File: src/rtl/keypad_lock_pkg.sv
// rtl/keypad_lock_pkg.sv - shared types, RGB codes and digit extraction for the keypad lock
package keypad_lock_pkg;

  typedef enum logic [1:0] {
    ST_IDLE     = 2'd0,
    ST_ENTRY    = 2'd1,
    ST_UNLOCKED = 2'd2,
    ST_ALARM    = 2'd3
  } lock_state_t;

  localparam logic [2:0] RGB_OFF    = 3'b000;
  localparam logic [2:0] RGB_UNLOCK = 3'b010;
  localparam logic [2:0] RGB_ALARM  = 3'b001;

  localparam int VEC_MAX = 256;
  localparam int DIG_MAX = 32;

  // Field i of an n-field, w-bit-per-field vector, field 0 in the most-significant slot.
  function automatic logic [DIG_MAX-1:0] digit(input logic [VEC_MAX-1:0] vec,
                                               input int unsigned n,
                                               input int unsigned w,
                                               input int unsigned i);
    return DIG_MAX'(vec >> ((n - 1 - i) * w)) & ((DIG_MAX'(1) << w) - DIG_MAX'(1));
  endfunction

endpackage

File: src/rtl/keypad_lock_ctrl_timer.sv
// rtl/keypad_lock_ctrl_timer.sv - loadable down-counter pulsing expired_o on its last counted cycle
module lock_timer #(
  parameter int W = 8
) (
  input  logic         clk,
  input  logic         rst,
  input  logic         load_i,
  input  logic [W-1:0] load_val_i,
  output logic         expired_o
);

  logic [W-1:0] cnt_q, cnt_d;

  always_comb begin
    cnt_d = cnt_q;
    if (load_i) begin
      cnt_d = load_val_i;
    end else if (cnt_q != '0) begin
      cnt_d = cnt_q - W'(1);
    end
  end

  always_ff @(posedge clk or posedge rst) begin
    if (rst) begin
      cnt_q <= '0;
    end else begin
      cnt_q <= cnt_d;
    end
  end

  // High while one cycle remains, so the owner leaves exactly load_val cycles after loading.
  assign expired_o = (cnt_q == W'(1));

endmodule

File: src/rtl/keypad_lock_ctrl.sv
// rtl/keypad_lock_ctrl.sv - keypad code checker with failure counting, alarm exit and auto-relock
module keypad_lock_ctrl
  import keypad_lock_pkg::*;
#(
  parameter int CODE_LEN      = 4,
  parameter int EXIT_LEN      = 2,
  parameter int DIGIT_W       = 4,
  parameter int MAX_FAIL      = 3,
  parameter int UNLOCK_CYCLES = 100_000_000
) (
  input  logic                           clk,
  input  logic                           rst,
  input  logic [CODE_LEN*DIGIT_W-1:0]    code,
  input  logic [EXIT_LEN*DIGIT_W-1:0]    exit_code,
  input  logic [DIGIT_W-1:0]             cancel_key,
  input  logic                           key_valid,
  input  logic [DIGIT_W-1:0]             key,
  output logic [CODE_LEN-1:0]            progress,
  output logic [2:0]                     rgb,
  output logic [$clog2(MAX_FAIL+1)-1:0]  fail_cnt,
  output logic                           idle
);

  localparam int IW = $clog2(CODE_LEN);
  localparam int EW = (EXIT_LEN > 1) ? $clog2(EXIT_LEN) : 1;
  localparam int FW = $clog2(MAX_FAIL + 1);
  localparam int TW = (UNLOCK_CYCLES > 0) ? $clog2(UNLOCK_CYCLES + 1) : 1;

  lock_state_t   state_q, state_d;
  logic [IW-1:0] idx_q, idx_d;
  logic          err_q, err_d;
  logic [EW-1:0] eidx_q, eidx_d;
  logic [FW-1:0] fail_q, fail_d;
  logic          timer_load, timer_exp;
  logic          code_hit, exit_hit, bad;
  logic [FW-1:0] fail_inc;

  assign code_hit = (DIG_MAX'(key) == digit(VEC_MAX'(code), CODE_LEN, DIGIT_W, int'(idx_q)));
  assign exit_hit = (DIG_MAX'(key) == digit(VEC_MAX'(exit_code), EXIT_LEN, DIGIT_W, int'(eidx_q)));
  assign fail_inc = fail_q + FW'(1);

  always_comb begin
    state_d    = state_q;
    idx_d      = idx_q;
    err_d      = err_q;
    eidx_d     = eidx_q;
    fail_d     = fail_q;
    timer_load = 1'b0;
    bad        = err_q | ~code_hit;
    case (state_q)
      ST_IDLE: begin
        state_d = ST_ENTRY;
        idx_d   = '0;
        err_d   = 1'b0;
      end
      ST_ENTRY: begin
        if (key_valid) begin
          // A key equal to the expected digit is a digit even if it is also the cancel key.
          if (!code_hit && key == cancel_key) begin
            idx_d = '0;
            err_d = 1'b0;
          end else if (idx_q == IW'(CODE_LEN - 1)) begin
            idx_d = '0;
            err_d = 1'b0;
            if (!bad) begin
              state_d    = ST_UNLOCKED;
              fail_d     = '0;
              timer_load = 1'b1;
            end else begin
              fail_d = fail_inc;
              if (fail_inc == FW'(MAX_FAIL)) begin
                state_d = ST_ALARM;
                eidx_d  = '0;
              end
            end
          end else begin
            idx_d = idx_q + IW'(1);
            err_d = bad;
          end
        end
      end
      ST_UNLOCKED: begin
        if (key_valid || timer_exp) begin
          state_d = ST_IDLE;
        end
      end
      ST_ALARM: begin
        if (key_valid) begin
          if (!exit_hit) begin
            eidx_d = '0;
          end else if (eidx_q == EW'(EXIT_LEN - 1)) begin
            state_d = ST_IDLE;
            eidx_d  = '0;
            fail_d  = '0;
          end else begin
            eidx_d = eidx_q + EW'(1);
          end
        end
      end
      default: state_d = ST_IDLE;
    endcase
  end

  always_ff @(posedge clk or posedge rst) begin
    if (rst) begin
      state_q <= ST_IDLE;
      idx_q   <= '0;
      err_q   <= 1'b0;
      eidx_q  <= '0;
      fail_q  <= '0;
    end else begin
      state_q <= state_d;
      idx_q   <= idx_d;
      err_q   <= err_d;
      eidx_q  <= eidx_d;
      fail_q  <= fail_d;
    end
  end

  if (UNLOCK_CYCLES > 0) begin : g_timer
    lock_timer #(.W(TW)) u_timer (
      .clk        (clk),
      .rst        (rst),
      .load_i     (timer_load),
      .load_val_i (TW'(UNLOCK_CYCLES)),
      .expired_o  (timer_exp)
    );
  end else begin : g_no_timer
    assign timer_exp = 1'b0;
  end

  always_comb begin
    progress = '0;
    rgb      = RGB_OFF;
    case (state_q)
      ST_ENTRY: begin
        for (int i = 0; i < CODE_LEN; i++) begin
          if (i < int'(idx_q)) progress[CODE_LEN-1-i] = 1'b1;
        end
      end
      ST_UNLOCKED: begin
        progress = '1;
        rgb      = RGB_UNLOCK;
      end
      ST_ALARM: rgb = RGB_ALARM;
      default: ;
    endcase
  end

  assign fail_cnt = fail_q;
  assign idle     = (state_q == ST_IDLE);

endmodule

File: config.mk
export PLATFORM = sky130hd
export DESIGN_NAME = keypad_lock_ctrl
export DESIGN_NICKNAME = d
export VERILOG_FILES = /design/src/rtl/keypad_lock_pkg.sv /design/src/rtl/keypad_lock_ctrl_timer.sv /design/src/rtl/keypad_lock_ctrl.sv
export SDC_FILE = /design/constraint.sdc
export NUM_CORES = 1
export LEC_CHECK = 0
export ABC_CLOCK_PERIOD_IN_PS = 3000
export CAP_MARGIN = 15
export CORE_ASPECT_RATIO = 1.2
export CORE_MARGIN = 2
export CORE_UTILIZATION = 30
export CTS_CLUSTER_DIAMETER = 150
export CTS_CLUSTER_SIZE = 14
export DETAILED_ROUTE_END_ITERATION = 10
export PLACE_DENSITY_LB_ADDON = 0.08
export SLEW_MARGIN = 15
export SYNTH_ARGS = -nofsm -noshare
export SYNTH_HDL_FRONTEND = slang
export SYNTH_SLANG_ARGS = --single-unit
File: constraint.sdc
create_clock -name clk -period 3 [get_ports clk]
set_input_delay 0.3 -clock clk [delete_from_list [all_inputs] [get_ports clk]]
set_output_delay 0.3 -clock clk [all_outputs]
set_load 0.05 [all_outputs]
==> flow_metrics.tcl <==
set metrics [dict create \
    ys_seq_elements 35 \
    io_pins 45 \
    cts_max_level 2 \
    whs_ns 0.432 \
    nets 327 \
    ys_seq_area_frac 0.375 \
    fin_area_mm2 0.00296 \
    path_cells "mux4_2 > xnor2_1 > nand4_2 > nor2_1 > and4_1 > buf_4 > a211oi_1" \
    synth_area_per_cell_um2 9.86 \
    synth_cell_type_count 47 \
    rows 35 \
    p_per_area_mw_per_mm2 676 \
    postCtsSetupBuffers 0 \
    area_growth_pct 26.5 \
    fp.coreArea_mm2 0.00762 \
    drive_gt1_frac 0.110 \
    post_cts_resize_count 0 \
    initial_core_util 0.307 \
    cts_tree "built" \
    setup_viol 0 \
    dieArea_mm2 0.00852 \
    firstDrtPassIters 4 \
    clockBufferDepth 2 \
    holdBufCountCts 0 \
    antenna_left 0 \
    wirelength_mm 5.49 \
    required_ns 3.16 \
    min_path_type "in -> async" \
    critPathLaunchType "flip-flop" \
    dp_hpwl_mm 4.10 \
    fin_crit_ns 2.54 \
    total_power_w 0.00200 \
    synth-main-ff-cell "dfrtp_1" \
    max_stage_delay_ns 0.59 \
    syn_inst 237 \
    clk_latency_ns 0.29 \
    path_buf_inv 1 \
    startpoint "idx_q[0]" \
    synth_area_mm2 0.00234 \
    via_count 1846 \
    slew_violations 0 \
    cts_made_buffers 5 \
    setup_tns_ns 0 \
    endpoint_kind "flip-flop" \
    fin_skew_ns 0.00917 \
    clk_pin_slew_ns 0.08 \
    crit_fanout 15 \
    wl_per_cell_um 14.6 \
    detailed_place.area_mm2 0.00287 \
    track_usage 0.137 \
    synth-edff-count 0 \
    finalHoldViolCount 0 \
    worstMarginPinSlew_ns 0.561 \
    criticalPathCategory "reg -> reg" \
    gp_congestion 0.733 \
    max_cap_violations 0 \
    die_y_um 101 \
    status "finished, final reports clean" \
    dieWidth_um 84.6 \
    worstReg2RegStart "idx_q[0]" \
    synth_top_area_cell "dfrtp_1" \
    drt-initial-drc-count 40 \
    worstPathArrival_ns 2.70 \
    yosys_warnings 0 \
    drc 0 \
    min_period_over_period 0.846 \
    synth.top_cell.area_share 0.375 \
    n_antenna_cell 0 \
    grt_pass1_wl_mm 9.33 \
    first_global_vias 1937 \
    async_flop_share 1.00 \
    clockRootBuffer "clkbuf_8" \
    port_buffers 43 \
    p_leak_nw 1.02 \
    antenna_found_initial 0 \
    vias_per_cell 4.92 \
    rsz0062_at_grt "false" \
    syn-num-nets 282 \
    relSlewSlack 0.623 \
    grt_max_degree 36 \
    synthTopCellsByArea "dfrtp_1 37%, xnor2_1 9.0%, ha_1 5.4%" \
    cp_slowest_cell "dfrtp_1" \
    cts_sinks 35 \
    gr-total-overflow 0 \
    irDropWorstVdd_v 0.000354 \
    clock.fmax_ghz 0.394 \
    path_delay_family "simple AND/OR/NAND/NOR gates" \
]
## kinds of logic after synthesis
| kind of cell | Yosys count | synth area share |
|---|---|---|
| other cells | 1 | 0.00160 |
| flops | 35 | 0.375 |
| buf+inv | 23 | 0.0434 |
| mux | 11 | 0.0696 |
| xor+xnor | 34 | 0.127 |
| fa+ha+maj | 10 | 0.0535 |
| compound gates | 30 | 0.123 |
| simple gates | 93 | 0.207 |
## worst register-to-register path, delay by kind of cell (launching register included)
| family | cells | cell delay (ns) |
|---|---|---|
| simple gates | 3 | 0.77 |
| buf+inv | 1 | 0.22 |
| flops | 1 | 0.59 |
| mux | 1 | 0.57 |
| xor+xnor | 1 | 0.19 |
| compound gates | 1 | 0.08 |
## power by group
| part | internal [W] | switching [W] | total, W |
|---|---|---|---|
| combinational | 0.000423 | 0.000525 | 0.000948 |
| sequential | 0.000578 | 0.000136 | 0.000714 |
| clock | 0.000162 | 0.000175 | 0.000338 |
## path summary, 6_finish.rpt
check                                            end  slack [ns]  depth (start not counted)
min reg2reg                g_timer.u_timer.cnt_q[26]        0.51                          2
max reg2reg                 g_timer.u_timer.cnt_q[1]        0.46                          7
min in group clk           g_timer.u_timer.cnt_q[26]        0.51                          2
min                         g_timer.u_timer.cnt_q[9]        0.43                          3
max in group asynchronous   g_timer.u_timer.cnt_q[7]        2.23                          3
max                         g_timer.u_timer.cnt_q[1]        0.46                          7
## layout by cell type, fill, tap and decap left out, types with 2 or more instances in the layout
cell / instances
or4_4: 3
nor2b_1: 3
inv_1: 12
nor4_1: 5
nor3_1: 11
xor2_1: 10
o211ai_1: 2
nand2_1: 19
ha_1: 10
clkbuf_8: 5
mux2i_1: 5
dfrtp_1: 35
nand2b_1: 4
or3_1: 6
mux4_2: 4
o31ai_1: 3
o311ai_4: 2
xnor2_1: 24
nand3_1: 3
buf_4: 6
or4_1: 4
a21oi_1: 5
clkdlybuf4s50_1: 43
o2111ai_1: 2
mux2_2: 2
o21ai_0: 3
nor2_1: 27
nand4_1: 3
## Yosys cell counts, types with 2 or more instances
master and count:
nand3_1 3, nor2_1 27, or3_1 6, nand4_1 3, ha_1 10, o31ai_1 3
inv_1 12, nand2_1 19, buf_2 3, o311ai_4 2, clkbuf_1 5, xor2_1 10
nor3_1 11, nor4_1 5, mux2_2 2, a21oi_1 5, or4_4 3, o211ai_1 2
nand2b_1 4, buf_4 3, mux4_2 4, nor2b_1 3, dfrtp_1 35, o21ai_0 3
o2111ai_1 2, xnor2_1 24, or4_1 4, mux2i_1 5
## through the flow
step                      instances  setup slack (ns)  utilization
after floorplan                 237             0.715            -
after global placement          367             0.430        0.377
after detailed placement        367             0.399        0.377
after CTS                       375             0.431        0.388
after global routing            375             0.217        0.388
final                           375             0.461        0.388
## routing by layer
| metal | share of wire | routed length, um | vias to the layer above | global-route usage |
|---|---|---|---|---|
| met5 | 0 | 0 | - | 0 |
| met4 | 0.010 | 57 | 0 | 0.0366 |
| li1 | - | - | 924 | - |
| met3 | 0.047 | 256 | 6 | 0.0295 |
| met1 | 0.43 | 2380 | 875 | 0.159 |
| met2 | 0.51 | 2790 | 41 | 0.254 |
## flip-flops by register name, summed over array words and instances, names as in the netlist
register               cells
eidx_q                     1
err_q                      1
fail_cnt                   2
g_timer.u_timer.cnt_q     27
idx_q                      2
state_q                    2
## cell type report
| type | instances | area [um^2] |
|---|---|---|
| inverters | 12 | 45.0 |
| fillers | 791 | 4660 |
| clock inverters | 2 | 12.5 |
| well taps | 92 | 115 |
| flip-flops and latches | 35 | 876 |
| repair buffers | 49 | 475 |
| multi-input cells | 179 | 1360 |
| clock buffers | 6 | 72.6 |
No activity file was read; power rests on OpenSTA's default activity.
